<file path="src/rtl/bin2bcd_seq.sv">
// Sequential binary-to-BCD converter (shift-add-3). Converts an N-bit unsigned
// value into DIGITS packed BCD digits over N clock cycles; start/busy/done handshake.
module bin2bcd_seq #(
    parameter int N      = 9,
    parameter int DIGITS = 3
) (
    input  logic                  clk,
    input  logic                  rst_n,
    input  logic                  start,
    input  logic [N-1:0]          bin_in,
    output logic                  busy,
    output logic                  done,
    output logic [4*DIGITS-1:0]   bcd_out
);

    localparam int CW = $clog2(N + 1);
    localparam logic [CW-1:0] LAST = CW'(N - 1);

    localparam logic [0:0] IDLE  = 1'b0;
    localparam logic [0:0] SHIFT = 1'b1;

    // Handshake: start is accepted only in IDLE; busy is high from the accepting
    // edge to the edge of the N-th shift; done pulses for exactly one cycle after that.
    logic [0:0]            state;
    logic [N-1:0]          bin_sr;
    logic [4*DIGITS-1:0]   bcd_sr;
    logic [CW-1:0]         cnt;

    logic [4*DIGITS-1:0]   corr;
    logic [4*DIGITS+N-1:0] shifted;

    // Digits are <=9 before correction, so the +3 never leaves the 4-bit digit.
    always_comb begin
        corr = bcd_sr;
        for (int k = 0; k < DIGITS; k++) begin
            if (bcd_sr[4*k +: 4] >= 4'd5) begin
                corr[4*k +: 4] = bcd_sr[4*k +: 4] + 4'd3;
            end
        end
        shifted = {corr, bin_sr} << 1;
    end

    always_ff @(posedge clk) begin
        if (!rst_n) begin
            state   <= IDLE;
            bin_sr  <= '0;
            bcd_sr  <= '0;
            cnt     <= '0;
            busy    <= 1'b0;
            done    <= 1'b0;
            bcd_out <= '0;
        end else begin
            case (state)
                IDLE: begin
                    done <= 1'b0;
                    if (start) begin
                        bin_sr <= bin_in;
                        bcd_sr <= '0;
                        cnt    <= '0;
                        busy   <= 1'b1;
                        state  <= SHIFT;
                    end
                end
                SHIFT: begin
                    bcd_sr <= shifted[4*DIGITS+N-1:N];
                    bin_sr <= shifted[N-1:0];
                    cnt    <= cnt + CW'(1);
                    if (cnt == LAST) begin
                        bcd_out <= shifted[4*DIGITS+N-1:N];
                        done    <= 1'b1;
                        busy    <= 1'b0;
                        state   <= IDLE;
                    end
                end
                default: begin
                    state <= IDLE;
                    busy  <= 1'b0;
                    done  <= 1'b0;
                end
            endcase
        end
    end

endmodule

</file>
<file path="config.mk">
export PLATFORM = sky130hd
export DESIGN_NAME = bin2bcd_seq
export DESIGN_NICKNAME = d
export VERILOG_FILES = /design/src/rtl/bin2bcd_seq.sv
export SDC_FILE = /design/constraint.sdc
export NUM_CORES = 1
export LEC_CHECK = 0
export ABC_AREA = 1
export CAP_MARGIN = 20
export CORE_AREA = 5 5 72 74
export DETAILED_ROUTE_END_ITERATION = 16
export DIE_AREA = 0 0 77 79
export PLACE_DENSITY = 0.73
export SYNTH_ARGS = -nofsm -noshare
export SYNTH_HDL_FRONTEND = slang
export SYNTH_SLANG_ARGS = --single-unit
</file>
<file path="constraint.sdc">
create_clock -name clk -period 1.8 [get_ports clk]
set_input_delay 0.54 -clock clk [delete_from_list [all_inputs] [get_ports clk]]
set_output_delay 0.54 -clock clk [all_outputs]
set_load 0.03 [all_outputs]
</file>
==> key figures, run 1 <==
Outcome
  • Status: completed

Clock tree
  • Htree depth: 2
  • Hold-fix buffers, CTS: 0
  • Root Buffer: clkbuf_8
  • Skew-Pair Late Insertion Delay: 290 ps
  • CTS tree: built
  • Post-CTS setup buffers: 0
  • Total CTS buffers: 5
  • CTS Sinks: 40
  • Clk slew on worst S/H paths: 70 ps
  • # resized after CTS: 14
  • Deepest clock path buffer count: 2

Logic synthesis
  • Avg Inst Size Synth: 7.44 sq um
  • Top cells by area, synth: dfxtp_1 (44%), nand2_1 (17%), nand3_1 (7.4%), inv_1 (5.6%), ha_1 (5.5%)
  • Post-Syn Instances: 245
  • Mapped Nets: 265
  • Post-Syn Area: 1820 sq um
  • Synth area leader: dfxtp_1
  • Synth Warn #: 0
  • Post-synth top area share: 44.0%
  • Count of state elements after synthesis: 40
  • Library cells used by synthesis: 25
  • Seq/Total Area, Yosys: 44.0%

Drt
  • Antenna-violating nets left: 0
  • Vias per cell: 4.70
  • First DRT Iteration DRCs: 83
  • Drt pass-1 iters: 4
  • WL/cell: 10.9 microns
  • DRC viols: 0
  • DR vias: 1574
  • Total length of routed wires: 3660 microns

Floorplan
  • Rows: 25
  • Die ar.: 6080 sq um
  • Initial core utilization: 40.2%
  • Core area: 4540 sq um
  • Die H: 79 microns
  • Die W: 77 microns
  • I/O pins: 26

Layout
  • Share of cells above drive strength 1: 9.25%
  • Fin nets: 300
  • Area growth syn-to-layout: 22.6%
  • Commonest cells after routing, fill and taps aside: nand2_1 (83), dfxtp_1 (40), inv_1 (27), nand3_1 (27), o21ai_0 (16)
  • Number of diodes: 0
  • Commonest non-fill, non-tap cell in the layout: nand2_1

Pwr
  • Switching Power: 0.388 mW
  • VDD IR max: 381 uV
  • Total power draw: 1.66 mW
  • Clk pwr share: 36.8%
  • Internal: 1.27 mW
  • Pwr per Cell Area: 745 nW/um^2
  • Comb pwr share: 8.0%
  • Part of the power in registers: 55.2%
  • Leakage power: 1.07 nW
  • Sw frac: 23.4%

Worst hold path
  • Hold Path End: bcd_out[3]$_SDFFE_PN0P_
  • Worst Hold Launch: bcd_out[3]$_SDFFE_PN0P_
  • Hold path cells: 2
  • Hold Crit Class: reg2reg

Placement
  • Detail Placement HPWL: 2770 microns
  • GP Congestion: 0.749
  • I/O Buffers: 25

Worst setup path
  • CP top delay family: buffers and inverters
  • Crit end category: primary output
  • Critical Path Slowest Stage Cell: dlygate4sd2_1
  • R2R depth: 7
  • WP buf/inv: 1
  • CP Launch Type: register
  • Worst EP required: 1260 ps
  • Maximum fanout along the worst path: 2
  • FF-to-FF End: bcd_sr[2]$_SDFFE_PN0P_
  • CP max stage delay: 410 ps
  • R2R Path Start: bcd_sr[0]$_SDFFE_PN0P_
  • CP Class: reg2out
  • Setup slack, reg-to-reg: 410 ps
  • Crit-path cells: dlygate4sd2_1
  • Critical Path AT: 1040 ps

Global route
  • Global-route wire length before repair: 6220 microns
  • Largest net degree at the start of global routing: 17
  • Global route overflow: 0
  • Vias in the first global route: 1450
  • GRT Util Overall: 12.8%
  • Initial antenna violation count: 0

Timing
  • Slew @ Worst Pin: 454 ps
  • Clock skew: 5.58 ps
  • Final Hold Viols: 0
  • Slew headroom: 69.7%
  • Max-slew violations: 0
  • Tmin final: 1580 ps
  • RSZ-0062 raised after global routing: false
  • Final setup violation count: 0
  • Setup_tns: 0 ps
  • Final worst path period share: 88.0%
  • Fmax achieved: 631 MHz

Flow run
  • Max cap viols: 0
cells in the mapped netlist:
cell,instances
ha_1,8
inv_2,5
nor2_4,2
dfxtp_1,40
nand4_1,3
o21a_1,2
inv_4,1
o21ai_0,16
nand3_4,1
mux2i_1,1
buf_6,1
nor2_1,6
buf_4,3
buf_2,1
nor3_1,1
nor2_8,1
xor2_1,2
a21oi_1,9
inv_1,27
nand2_1,83
nand2_2,1
o211ai_1,1
nand2_4,1
nand3_1,27
o21ai_1,2
how the worst max path moves through the flow:
stage	startpoint	endpoint	slack, ps	cells after the start
2_1_floorplan	bcd_sr[4]$_SDFFE_PN0P_	bcd_sr[6]$_SDFFE_PN0P_	600	8
3_3_place_gp	start	bin_sr[2]$_SDFFE_PN0P_	60	7
3_5_place_dp	start	bin_sr[2]$_SDFFE_PN0P_	50	7
4_1_cts	bcd_out[2]$_SDFFE_PN0P_	bcd_out[2]	210	1
5_1_grt	busy$_SDFFE_PN0P_	busy	160	1
6_report	bcd_out[2]$_SDFFE_PN0P_	bcd_out[2]	220	1
registers in the layout, indices dropped and copies added (netlist names):
register / count
bcd_out: 12
bcd_sr: 12
bin_sr: 9
busy: 1
cnt: 4
done: 1
state: 1
final cells by class:
class	count	area [sq um]
clock buffers	8	90.1
flip-flops and latches	40	801
fillers	452	2300
repair buffers	33	293
well taps	54	67.6
multi-input cells	167	856
inverters	33	126
per-layer routing:
metal  routed length (microns)  global-route usage (%)  up-vias
li1                          -                       -      850
met1                      1710                    15.2      690
met2                      1700                    21.2       28
met3                       209                    4.88        6
met4                        43                    3.95        0
met5                         0                       0        -
logic make-up after synthesis:
logic type,count (synthesis),synth area share [%]
compound gates,30,8.65
xor+xnor,2,0.962
fa+ha+maj,8,5.49
buf+inv,38,9.07
flops,40,44.0
mux,1,0.549
simple gates,126,31.3
stage by stage:
step,setup WS [ps],hold slack (ps),utilization [%],cell area (sq um),cells
5_1_grt,163,459,49.2,2230,335
6_report,216,444,49.2,2230,335
3_5_place_dp,51.3,433,47.6,2160,327
4_1_cts,206,446,49.2,2230,335
3_3_place_gp,56.9,432,47.6,2160,327
2_1_floorplan,604,419,-,1820,245
power by group through the flow:
| stage | Combinational [mW] | Clock (mW) | Sequential, mW |
|---|---|---|---|
| final | 0.134 | 0.611 | 0.918 |
| after global routing | 0.151 | 0.670 | 0.920 |
| after CTS | 0.135 | 0.625 | 0.918 |
| after detailed placement | 0.136 | 0 | 0.939 |
| after global placement | 0.135 | 0 | 0.939 |
| after floorplan | 0.0822 | 0 | 0.935 |
(Power assumes the default switching activity.)
==> run 2, diff against run 1 <==
- CORE_AREA: 5 5 72 74 -> 2 2 69 71
- DIE_AREA: 0 0 77 79 -> 0 0 71 73
- clock period: 1.8 -> 1.6 ns (I/O delays scaled with it)
==> run 2 against run 1 <==
Final cell count rose by 0.60%. Highest routed layer unchanged. First-iteration DRC count is 43% lower. Non-clock buffer count grew 3. Sequential power up 12%. Register-to-register slack worse by 160 ps. Power grew 14%. Utilization up 0.91 points.
==> key figures, run 2 (same netlist as run 1, synthesis figures left out) <==
Floorplan
  • Die H: 73 microns
  • Core area: 4540 sq um
  • Rows: 25
  • Initial core utilization: 40.2%
  • Die W: 71 microns
  • I/O pins: 26
  • Die ar.: 5180 sq um

Drt
  • Antenna-violating nets left: 0
  • WL/cell: 10.6 microns
  • First DRT Iteration DRCs: 47
  • DRC viols: 0
  • DR vias: 1587
  • Vias per cell: 4.71
  • Total length of routed wires: 3580 microns
  • Drt pass-1 iters: 4

Clock tree
  • Clk slew on worst S/H paths: 70 ps
  • CTS tree: built
  • Hold-fix buffers, CTS: 0
  • Skew-Pair Late Insertion Delay: 290 ps
  • Deepest clock path buffer count: 2
  • Total CTS buffers: 5
  • Post-CTS setup buffers: 0
  • Root Buffer: clkbuf_8
  • CTS Sinks: 40
  • Htree depth: 2

Worst setup path
  • Setup slack, reg-to-reg: 250 ps
  • CP Class: reg2out
  • WP buf/inv: 1
  • CP Launch Type: register
  • CP top delay family: buffers and inverters
  • Maximum fanout along the worst path: 2
  • Crit-path cells: dlygate4sd2_1
  • CP max stage delay: 400 ps
  • Crit end category: primary output
  • Critical Path AT: 1030 ps
  • Worst EP required: 1120 ps
  • Critical Path Slowest Stage Cell: dlygate4sd2_1

Timing
  • Max-slew violations: 0
  • Slew @ Worst Pin: 331 ps
  • Clock skew: 5.70 ps
  • WHS: 443 ps
  • RSZ-0062 raised after global routing: false
  • Tmin final: 1510 ps
  • Final setup violation count: 0
  • Fmax achieved: 660 MHz
  • Final WS setup: 85.6 ps
  • Slew headroom: 77.9%
  • Final Hold Viols: 0
  • Final worst path period share: 94.6%

Flow run
  • Max cap viols: 0

Layout
  • Finished Layout Cells: 337
  • Biggest regs: bcd_out: 12 flops, bcd_sr: 12 flops, bin_sr: 9 flops
  • Final Util: 50.2%
  • Share of cells above drive strength 1: 10.6%
  • Fin nets: 303
  • Fin area: 2270 sq um
  • Area growth syn-to-layout: 24.9%
  • Commonest cells after routing, fill and taps aside: nand2_1 (83), dfxtp_1 (40), inv_1 (27), nand3_1 (27), o21ai_0 (15)
  • Number of diodes: 0
  • Commonest non-fill, non-tap cell in the layout: nand2_1

Global route
  • Global-route wire length before repair: 6390 microns
  • Met2 Track Usage GR: 26.3%
  • Grt met1 use: 19.3%
  • Most Used Layer, Global Route: met2
  • GRT Util Overall: 15.9%
  • Global route overflow: 0
  • Initial antenna violation count: 0
  • Vias in the first global route: 1464
  • Met3 Use GR: 4.83%
  • Largest net degree at the start of global routing: 14

Placement
  • Detail Placement HPWL: 2720 microns
  • I/O Buffers: 25
  • Post-Place Cells: 330
  • Placed instance area: 2200 sq um
  • Worst slack at placement: -85.5 ps
  • GP Congestion: 0.793

Pwr
  • Leakage power: 1.09 nW
  • Pwr per Cell Area: 835 nW/um^2
  • VDD IR max: 391 uV

Worst hold path
  • Hold Crit Class: reg2reg

Outcome
  • Status: completed
==> run 2: path summary, 6_finish.rpt <==
check                                        startpoint                 endpoint  cells past startpoint
worst max-delay path            bcd_out[6]$_SDFFE_PN0P_               bcd_out[6]                      1
worst max register to register   bcd_sr[1]$_SDFFE_PN0P_   bcd_sr[2]$_SDFFE_PN0P_                      6
worst min register to register  bcd_out[5]$_SDFFE_PN0P_  bcd_out[5]$_SDFFE_PN0P_                      2
worst min-delay path            bcd_out[5]$_SDFFE_PN0P_  bcd_out[5]$_SDFFE_PN0P_                      2
==> run 2: routing by layer <==
metal  vias up  part of all wire [%]  wire (microns)
met3         6                   4.7             168
met2        32                    46            1650
met5         -                     0               0
met4         0                   1.5              55
li1        848                     -               -
met1       701                    48            1700
==> run 2: power by group <==
group	switching, mW	internal, mW
Sequential	0.0163	1.02
Combinational	0.0879	0.0754
Clock	0.321	0.384
==> run 2: what timing repair did <==
| item | in CTS | in global routing |
|---|---|---|
| resized for setup | 14 | 1 |
| endpoints found under the hold margin | 0 | 0 |
| setup endpoints to repair | 14 | 2 |
==> run 2: area by class of cell <==
| class | instances | area, sq um |
|---|---|---|
| fill | 462 | 2260 |
| multi-input combinational | 167 | 856 |
| sequential | 40 | 801 |
| timing repair buffer | 36 | 328 |
| inverter | 33 | 126 |
| clock buffer | 7 | 96.3 |
| tap | 54 | 67.6 |
==> run 2: stage by stage <==
| stage | TNS (ps) | total power [mW] |
|---|---|---|
| after floorplan | 0 | 1.14 |
| after global placement | -617 | 1.22 |
| after detailed placement | -972 | 1.22 |
| after CTS | 0 | 1.92 |
| after global routing | 0 | 1.99 |
| final | 0 | 1.90 |
